===== src/rtl/seqgame_uc.sv =====
`default_nettype none
// ============================================================================
// Module      : seqgame_uc
// Description : Control unit for show-then-repeat memory games (RAM fill,
//               sequence show, play compare, lives and round bookkeeping).
// Revision    : 1.0 - initial release
// ============================================================================
module seqgame_uc #(
    parameter int MAX_LEN  = 16,
    parameter int INIT_LEN = 1,
    parameter int ADDR_W   = 4,
    parameter int LIVES    = 3,
    parameter int LIVES_W  = 2,
    parameter int GROW     = 1
) (
    input  logic               clock,
    input  logic               reset,
    input  logic               start,
    input  logic               half_show,
    input  logic               end_show,
    input  logic               timeout,
    input  logic               has_play,
    input  logic               correct_play,
    output logic [ADDR_W-1:0]  mem_addr,
    output logic               enable_ram,
    output logic               clear_ram,
    output logic               reset_random,
    output logic               clear_reg,
    output logic               enable_reg,
    output logic               clear_show_counter,
    output logic               enable_show_counter,
    output logic               clear_timeout_counter,
    output logic               enable_timeout_counter,
    output logic               clear_points_counter,
    output logic               enable_points_counter,
    output logic [1:0]         out_sel,
    output logic [LIVES_W-1:0] lives_left,
    output logic               round_done,
    output logic               won,
    output logic               lost,
    output logic               finished,
    output logic [3:0]         state
);

    typedef enum logic [3:0] {
        S_IDLE      = 4'h0,
        S_PREP      = 4'h1,
        S_GEN       = 4'h2,
        S_SHOW_LEAD = 4'h3,
        S_SHOW_ON   = 4'h4,
        S_SHOW_OFF  = 4'h5,
        S_SHOW_NEXT = 4'h6,
        S_PLAY_INIT = 4'h7,
        S_WAIT_PLAY = 4'h8,
        S_REG_PLAY  = 4'h9,
        S_CMP       = 4'hA,
        S_HIT       = 4'hB,
        S_MISS      = 4'hC,
        S_ROUND_WIN = 4'hD,
        S_END       = 4'hE
    } state_t;

    localparam logic [ADDR_W:0]    c_len_one   = (ADDR_W+1)'(1);
    localparam logic [ADDR_W:0]    c_max_len   = (ADDR_W+1)'(MAX_LEN);
    localparam logic [ADDR_W:0]    c_first_len = (GROW != 0) ? (ADDR_W+1)'(INIT_LEN)
                                                             : (ADDR_W+1)'(MAX_LEN);
    localparam logic [ADDR_W-1:0]  c_addr_one  = ADDR_W'(1);
    localparam logic [LIVES_W-1:0] c_lives     = LIVES_W'(LIVES);
    localparam logic [LIVES_W-1:0] c_life_one  = LIVES_W'(1);

    state_t              state_q, state_d;
    logic [ADDR_W-1:0]   wr_ptr_q, wr_ptr_d;
    logic [ADDR_W-1:0]   idx_q, idx_d;
    logic [ADDR_W:0]     round_len_q, round_len_d;
    logic [LIVES_W-1:0]  lives_q, lives_d;
    logic                won_q, won_d;
    logic                lost_q, lost_d;

    logic                w_idx_last;
    logic                w_gen_more;

    assign w_idx_last = ({1'b0, idx_q} == (round_len_q - c_len_one));
    assign w_gen_more = (({1'b0, wr_ptr_q} + c_len_one) < round_len_q);

    always_ff @(posedge clock) begin
        if (reset) begin
            state_q     <= S_IDLE;
            wr_ptr_q    <= '0;
            idx_q       <= '0;
            round_len_q <= '0;
            lives_q     <= c_lives;
            won_q       <= 1'b0;
            lost_q      <= 1'b0;
        end else begin
            state_q     <= state_d;
            wr_ptr_q    <= wr_ptr_d;
            idx_q       <= idx_d;
            round_len_q <= round_len_d;
            lives_q     <= lives_d;
            won_q       <= won_d;
            lost_q      <= lost_d;
        end
    end

    always_comb begin
        state_d     = state_q;
        wr_ptr_d    = wr_ptr_q;
        idx_d       = idx_q;
        round_len_d = round_len_q;
        lives_d     = lives_q;
        won_d       = won_q;
        lost_d      = lost_q;
        case (state_q)
            S_IDLE: if (start) state_d = S_PREP;
            S_PREP: begin
                lives_d     = c_lives;
                wr_ptr_d    = '0;
                idx_d       = '0;
                won_d       = 1'b0;
                lost_d      = 1'b0;
                round_len_d = c_first_len;
                state_d     = S_GEN;
            end
            S_GEN: begin
                wr_ptr_d = wr_ptr_q + c_addr_one;
                if (!w_gen_more) state_d = S_SHOW_LEAD;
            end
            S_SHOW_LEAD: begin
                if (half_show) begin
                    idx_d   = '0;
                    state_d = S_SHOW_ON;
                end
            end
            S_SHOW_ON:  if (half_show) state_d = S_SHOW_OFF;
            S_SHOW_OFF: if (end_show)  state_d = S_SHOW_NEXT;
            S_SHOW_NEXT: begin
                if (w_idx_last) begin
                    state_d = S_PLAY_INIT;
                end else begin
                    idx_d   = idx_q + c_addr_one;
                    state_d = S_SHOW_ON;
                end
            end
            S_PLAY_INIT: begin
                idx_d   = '0;
                state_d = S_WAIT_PLAY;
            end
            S_WAIT_PLAY: begin
                if (has_play)     state_d = S_REG_PLAY;
                else if (timeout) state_d = S_MISS;
            end
            S_REG_PLAY: state_d = S_CMP;
            S_CMP:      state_d = correct_play ? S_HIT : S_MISS;
            S_HIT: begin
                if (w_idx_last) begin
                    state_d = S_ROUND_WIN;
                end else begin
                    idx_d   = idx_q + c_addr_one;
                    state_d = S_WAIT_PLAY;
                end
            end
            S_MISS: begin
                // The last life ends the game; otherwise replay without rewriting RAM.
                lives_d = lives_q - c_life_one;
                if (lives_q == c_life_one) begin
                    lost_d  = 1'b1;
                    state_d = S_END;
                end else begin
                    state_d = S_SHOW_LEAD;
                end
            end
            S_ROUND_WIN: begin
                if ((GROW == 0) || (round_len_q == c_max_len)) begin
                    won_d   = 1'b1;
                    state_d = S_END;
                end else begin
                    // Next GEN pass starts at the old length so only one element is added.
                    wr_ptr_d    = round_len_q[ADDR_W-1:0];
                    round_len_d = round_len_q + c_len_one;
                    state_d     = S_GEN;
                end
            end
            S_END:   if (start) state_d = S_PREP;
            default: state_d = S_IDLE;
        endcase
    end

    always_comb begin
        enable_ram             = 1'b0;
        clear_ram              = 1'b0;
        reset_random           = 1'b0;
        clear_reg              = 1'b0;
        enable_reg             = 1'b0;
        clear_show_counter     = 1'b0;
        enable_show_counter    = 1'b0;
        clear_timeout_counter  = 1'b0;
        enable_timeout_counter = 1'b0;
        clear_points_counter   = 1'b0;
        enable_points_counter  = 1'b0;
        out_sel                = 2'b00;
        round_done             = 1'b0;
        finished               = 1'b0;
        case (state_q)
            S_IDLE: begin
                clear_show_counter    = 1'b1;
                clear_timeout_counter = 1'b1;
            end
            S_PREP: begin
                clear_ram            = 1'b1;
                reset_random         = 1'b1;
                clear_reg            = 1'b1;
                clear_show_counter   = 1'b1;
                clear_points_counter = 1'b1;
            end
            S_GEN: begin
                enable_ram         = 1'b1;
                clear_show_counter = 1'b1;
            end
            S_SHOW_LEAD: begin
                enable_show_counter = 1'b1;
                clear_show_counter  = half_show;
            end
            S_SHOW_ON: begin
                enable_show_counter = 1'b1;
                out_sel             = 2'b01;
            end
            S_SHOW_OFF:  enable_show_counter   = 1'b1;
            S_SHOW_NEXT: clear_show_counter    = 1'b1;
            S_PLAY_INIT: clear_timeout_counter = 1'b1;
            S_WAIT_PLAY: begin
                enable_timeout_counter = 1'b1;
                out_sel                = 2'b10;
            end
            S_REG_PLAY: begin
                enable_reg = 1'b1;
                out_sel    = 2'b10;
            end
            S_CMP: out_sel = 2'b10;
            S_HIT: begin
                clear_timeout_counter = 1'b1;
                enable_points_counter = 1'b1;
                out_sel               = 2'b10;
            end
            S_MISS: begin
                clear_show_counter = 1'b1;
                out_sel            = 2'b10;
            end
            S_ROUND_WIN: begin
                round_done = 1'b1;
                out_sel    = 2'b10;
            end
            S_END: begin
                finished = 1'b1;
                out_sel  = 2'b10;
            end
            default: ;
        endcase
    end

    assign mem_addr   = (state_q == S_GEN) ? wr_ptr_q : idx_q;
    assign lives_left = lives_q;
    assign won        = won_q;
    assign lost       = lost_q;
    assign state      = state_q;

endmodule
`default_nettype wire


===== config.mk =====
export PLATFORM = sky130hd
export DESIGN_NAME = seqgame_uc
export DESIGN_NICKNAME = d
export VERILOG_FILES = /design/src/rtl/seqgame_uc.sv
export SDC_FILE = /design/constraint.sdc
export NUM_CORES = 1
export LEC_CHECK = 0
export BUFFER_PORTS_ARGS = -buffer_cell sky130_fd_sc_hd__buf_2
export CORE_MARGIN = 2
export CORE_UTILIZATION = 52
export CTS_BUF_LIST = sky130_fd_sc_hd__clkbuf_2 sky130_fd_sc_hd__clkbuf_4 sky130_fd_sc_hd__clkbuf_8
export CTS_CLUSTER_SIZE = 14
export DETAILED_ROUTE_END_ITERATION = 8
export PLACE_DENSITY = 0.79
export SYNTH_ARGS = -nofsm -noshare
export SYNTH_HDL_FRONTEND = slang
export SYNTH_SLANG_ARGS = --single-unit

===== constraint.sdc =====
create_clock -name clock -period 2.2 [get_ports clock]
set_clock_uncertainty 0.15 [all_clocks]
set_input_delay 0.33 -clock clock [delete_from_list [all_inputs] [get_ports clock]]
set_output_delay 0.33 -clock clock [all_outputs]
set_load 0.02 [all_outputs]

### Word level (Yosys, flattened, before mapping)

Index checks and enable logic that the tools add are counted.

| storage, ports and cells | value |
|---|---|
| flip-flop bits (word level) | 21 |
| input bits | 8 |
| word-level logic and storage cells | 96 |

| operators by class | value |
|---|---|
| add/subtract/negate cells | 6 |
| $lt $le $gt $ge | 1 |
| equal/unequal tests | 27 |
| multiplexer cells | 37 |
| reductions and logical operators | 18 |

Operators by type and width:

| operator | number |
|---|---|
| 4-bit one-hot mux with 14 select lines | 1 |
| 4-bit 2-to-1 mux | 13 |
| 4-bit == test (second input constant) | 7 |
| 4-bit one-hot mux with 3 select lines | 2 |
| 4-bit by 3-bit == test with 1-bit output (second input constant) | 4 |
| 2-bit != test (second input constant) | 8 |
| 1-bit 2-to-1 mux | 11 |
| 5-bit one-hot mux with 2 select lines | 1 |
| 4-bit by 1-bit adder with 4-bit output (second input constant) | 2 |
| 4-bit by 2-bit == test with 1-bit output (second input constant) | 2 |
| 2-bit one-hot mux with 2 select lines | 2 |
| 2-bit AND reduction | 4 |
| 7-bit OR reduction | 1 |
| 3-bit 2-to-1 mux | 2 |
| 1-bit one-hot mux with 2 select lines | 3 |
| 6-bit AND reduction | 1 |
| 3-bit nonzero test | 2 |
| 2-bit OR reduction | 3 |
| 3-bit OR reduction | 2 |
| 4-bit by 1-bit adder with 5-bit output (second input constant) | 1 |
| 5-bit by 1-bit adder with 5-bit output (second input constant) | 1 |
| 4-bit by 5-bit == test with 1-bit output | 1 |
| 5-bit == test (second input constant) | 1 |
| 5-bit < comparator | 1 |
| other kinds (12) | 13 |

### Logic depth before layout (Yosys ltp)

| depth | value |
|---|---|
| depth after elaboration | 4 |
| gate-level depth with buffers | 9 |
| mapped depth without buffers | 7 |

### Worst setup path before layout

No wires, ideal clock.

| timing | value |
|---|---|
| path type | reg-to-reg |
| start | register wr_ptr_q[0] |
| end | register state_q[2] (netlist: state[2]) |
| library setup time | 0.092 ns |
| data arrival time | 2.016 ns |
| required time | 1.958 ns |
| slack | -0.059 ns |
| cell stages (with the launch flop) | 8 |
| path buffers | 0 |
| cell sequence | dfxtp_1 ha_1 and3_1 ha_1 nand2_1 o311a_1 or4_1 o32ai_1 |

| between the ends | value |
|---|---|
| word-level cells in the longest chain between the ends | 4 |

RTL lines:

| item | line | RTL |
|---|---|---|
| start: declaration | 72 | `logic [ADDR_W-1:0] wr_ptr_q, wr_ptr_d;` |
| start signal: assignment | 96 | `wr_ptr_q <= wr_ptr_d;` |
| 4-bit by 1-bit adder with 5-bit output | 83 | `assign w_gen_more = (({1'b0, wr_ptr_q} + c_len_one) < round_len_q);` |
| 5-bit < comparator | 83 |  |
| 2-bit != test (no source line) | n/a |  |
| 6-bit AND reduction (no source line) | n/a |  |
| end signal: assignment | 95 | `state_q <= state_d;` |
| end: declaration | 71 | `state_t state_q, state_d;` |

No other way between the ends.
A chain may end at the register's enable or synchronous reset.

### Worst setup path after layout

| timing | value |
|---|---|
| start | register state_q[1] (netlist: state[1]) |
| end | output clear_points_counter |

| between the ends | value |
|---|---|
| word-level cells in the longest chain between the ends | 2 |

RTL lines:

| item | line | RTL |
|---|---|---|
| 4-bit by 1-bit == test with 1-bit output | 203 | `case (state_q)` |
| 1-bit 2-to-1 mux | 203 |  |
| end: declaration | 34 | `output logic clear_points_counter,` |

No other way between the ends.

==> summary.md <==
| Metric | Value |
|---|---|
| Outcome | complete, no violations |
| CP Class | flip-flop to primary output |
| Synth Cell Area | 1790 µm² |
| Tightest Hold Check Type | input port to flip-flop |
| Netlist cell types | 58 |
| Max-capacitance violation count | 0 |
| Clock latency on the worst-skew pair | 320 ps |
| Crit-path max cell delay | 570 ps |
| Minimum clock period | 2150 ps |
| Syn Inst Count | 227 |
| CTS H-tree lvls | 1 |
| CORE AREA | 3310 µm² |
| Final setup fails | 0 |
| Die area | 3930 µm² |
| Asr flop ratio synth | 0% |
| Max FO, Critical Path | 19 |
| Share of layout cells above drive strength 1 | 37.4% |
| Root buffer cell | clkbuf_4 |
| Via density | 5.86 |
| PortBufs | 34 |
| Initial drt markers | 77 |
| Yosys reg bits | 21 |
| CTS tree | built |
| Area grow syn2layout | 29.0% |
| CTS max path bufs | 2 |
| Crit path capture type | primary output |
| Final worst path period share | 97.6% |
| Pre-CTS WS | -43.1 ps |
| Largest net degree at the start of global routing | 27 |
| Ys flop type | dfxtp_1 |
| Routed len/inst | 15.4 µm |
| Num ports | 35 |
| Nets | 288 |
| First-pass GRT wire length | 7950 µm |
| Synth Warn # | 0 |
| Min-delay src | end_show |
| Initial antenna violation count | 0 |
| Yosys top cell area share | 23.5% |
| CP Cell Sequence | buf_12 -> or4b_4 -> inv_4 -> buf_2 |
| Global route overflow | 0 |
| Hpwl dp | 3430 µm |
| Fill cells | 279 |
| CP Launch Type | flip-flop |
| Chip Height | 62.7 µm |
| Worst-path clk slew | 130 ps |
| Detail Route Antenna Nets | 0 |
| Vias in the first global route | 1668 |
| Peak VDD IR | 0.695 mV |
| First-pass DRT Iterations | 4 |
| Final Hold Fails | 0 |
| Synthesized area per cell | 7.89 µm² |
| RR Startpoint | wr_ptr_q[1] |
| CP required | 1720 ps |
| Syn Nets | 244 |
| Final Slew Violations | 0 |
| Cells taking the most area after synthesis | dfxtp_1 23%, ha_1 6.3%, a21oi_1 5.0% |
| Cts bufs inserted | 3 |
| Starting Density | 54.1% |
| Reg area | 438 µm² |
| Signal arrival time at the worst endpoint | 1670 ps |
| # clock sinks | 21 |
| Setup TNS Final | 0 ps |
| Unrepaired setup endpoints after global routing | yes |
| Slowest cell on crit path | or4b_4 |
| Cell row count | 21 |
| Area of the multi-input gates | 1300 µm² |
| Final setup margin | 53.5 ps |
| Rel. slew slack | 66.4% |
| Lkg Pwr | 0.000960 µW |
| Top cell type by total area after synthesis | dfxtp_1 |
| PwrDens | 915 nW/µm² |
| Worst Tran Pin Value | 504 ps |
| Crit path from | state[1] |
| Post-Route WL | 4860 µm |
| Number of flops mapped to enable cells by yosys | 0 |
| Max Fclk | 466 MHz |
| Via count | 1852 |
| Global router's overall resource usage | 25.3% |
| Diodes inserted | 0 |
| Die X | 62.7 µm |
| Routability cong. | 0.841 |
| Sequential fraction of the synthesis area | 23.5% |
| Remaining DRCs | 0 |
[power by group]
part | internal [µW] | switching [µW]
logic | 623 | 771
registers | 446 | 58.0
clock network | 83.4 | 132
total | 1150 | 962
[sequential cells by signal, indices dropped and copies added, names as in the netlist]
name,cells
state,4
won,1
lives_left,2
wr_ptr_q,4
round_len_q,5
idx_q,4
lost,1
[critical path, delay by kind of cell, from the launching register on]
| family | cells | cell delay (ps) |
|---|---|---|
| buffers and inverters | 3 | 400 |
| DFF | 1 | 380 |
| and+or+nand+nor | 1 | 570 |
[cells by family after synthesis]
group	count (synthesis)	synth area share, %
muxes	6	3.63
DFF	21	23.5
adders and majority gates	9	6.29
and+or+nand+nor	94	29.3
xor gates and xnor gates	12	7.05
AOI/OAI and AO/OA	54	20.9
buffers and inverters	31	9.43
[cells in the final DEF (no fill, tap or decap), types with 3 or more instances in the layout]
master,n
nand3_1,8
a31oi_1,4
nor2b_1,5
dfxtp_1,11
a21oi_1,18
xnor2_1,6
nand4_1,3
nand2_1,14
mux2_2,4
nor3_1,14
ha_1,7
o21ai_1,3
o21ai_0,5
clkbuf_4,4
o211ai_1,3
buf_6,7
buf_12,4
dfxtp_2,8
nor2_1,21
inv_1,10
nand2b_1,4
buf_2,28
buf_4,18
[timing repair]
| item | in CTS | in global routing |
|---|---|---|
| hold buffers | 0 | 0 |
| hold endpoints to repair | 0 | 0 |
| resized for setup | 9 | 32 |
| buffers inserted | 3 | 2 |
| endpoints found under the setup margin | 16 | 22 |
| pin swaps | 4 | 9 |
| gates cloned | 0 | 0 |
[synth_stat cells (2+ instances only)]
library cell and n:
buf_6 3, o21ai_0 6, o21ai_1 3, inv_1 12, nand4_1 3, nand2_1 14
mux2_2 4, a32oi_1 2, or3b_1 2, nor2b_1 5, xor2_1 3, a31oi_1 4
and3_1 2, a211oi_1 2, xnor2_1 7, and2_1 2, nand3_1 8, a21oi_1 18
or3_1 2, nor2_1 21, nand2b_1 6, o211ai_1 3, nor3_1 15, buf_2 6
and4bb_2 2, mux2i_1 2, ha_1 9, nor4_1 2, clkbuf_1 2, or2_2 2
dfxtp_1 21, a21o_1 2, buf_4 6, o22ai_1 2
[cell type report]
cell class              instances  share of cell area [%]
clock buffers                   4                    1.30
inverters                      13                    2.22
multi-input cells             175                    56.3
flip-flops and latches         21                    18.9
well taps                      46                    2.49
repair buffers                 57                    18.8
[path summary, 6_finish.rpt]
| path | endpoint | slack, ps | cells past startpoint |
|---|---|---|---|
| worst max register to register | state[2] | 80 | 7 |
| worst min register to register | won | 320 | 2 |
| worst min-delay path | state[0] | 210 | 4 |
| worst max-delay path | clear_points_counter | 50 | 4 |
[per-layer routing]
metal	wire (µm)	track usage [%]	part of all wire [%]	up-vias
li1	-	-	-	903
met1	2080	32.3	43	870
met2	2420	42.1	50	71
met3	298	5.77	6.1	8
met4	59	8.61	1.2	0
met5	0	0	0	-
[per-stage QoR]
step | cells | hold slack (ps) | utilization (%) | total power [µW] | area [µm²]
after floorplan | 227 | 296 | - | 1410 | 1810
after global placement | 307 | 293 | 63.4 | 1670 | 2100
after detailed placement | 307 | 301 | 63.4 | 1680 | 2100
after CTS | 314 | 184 | 65.9 | 1960 | 2180
after global routing | 316 | 209 | 69.8 | 2250 | 2310
final | 316 | 209 | 69.8 | 2110 | 2310
No activity file was read; power rests on OpenSTA's default activity.
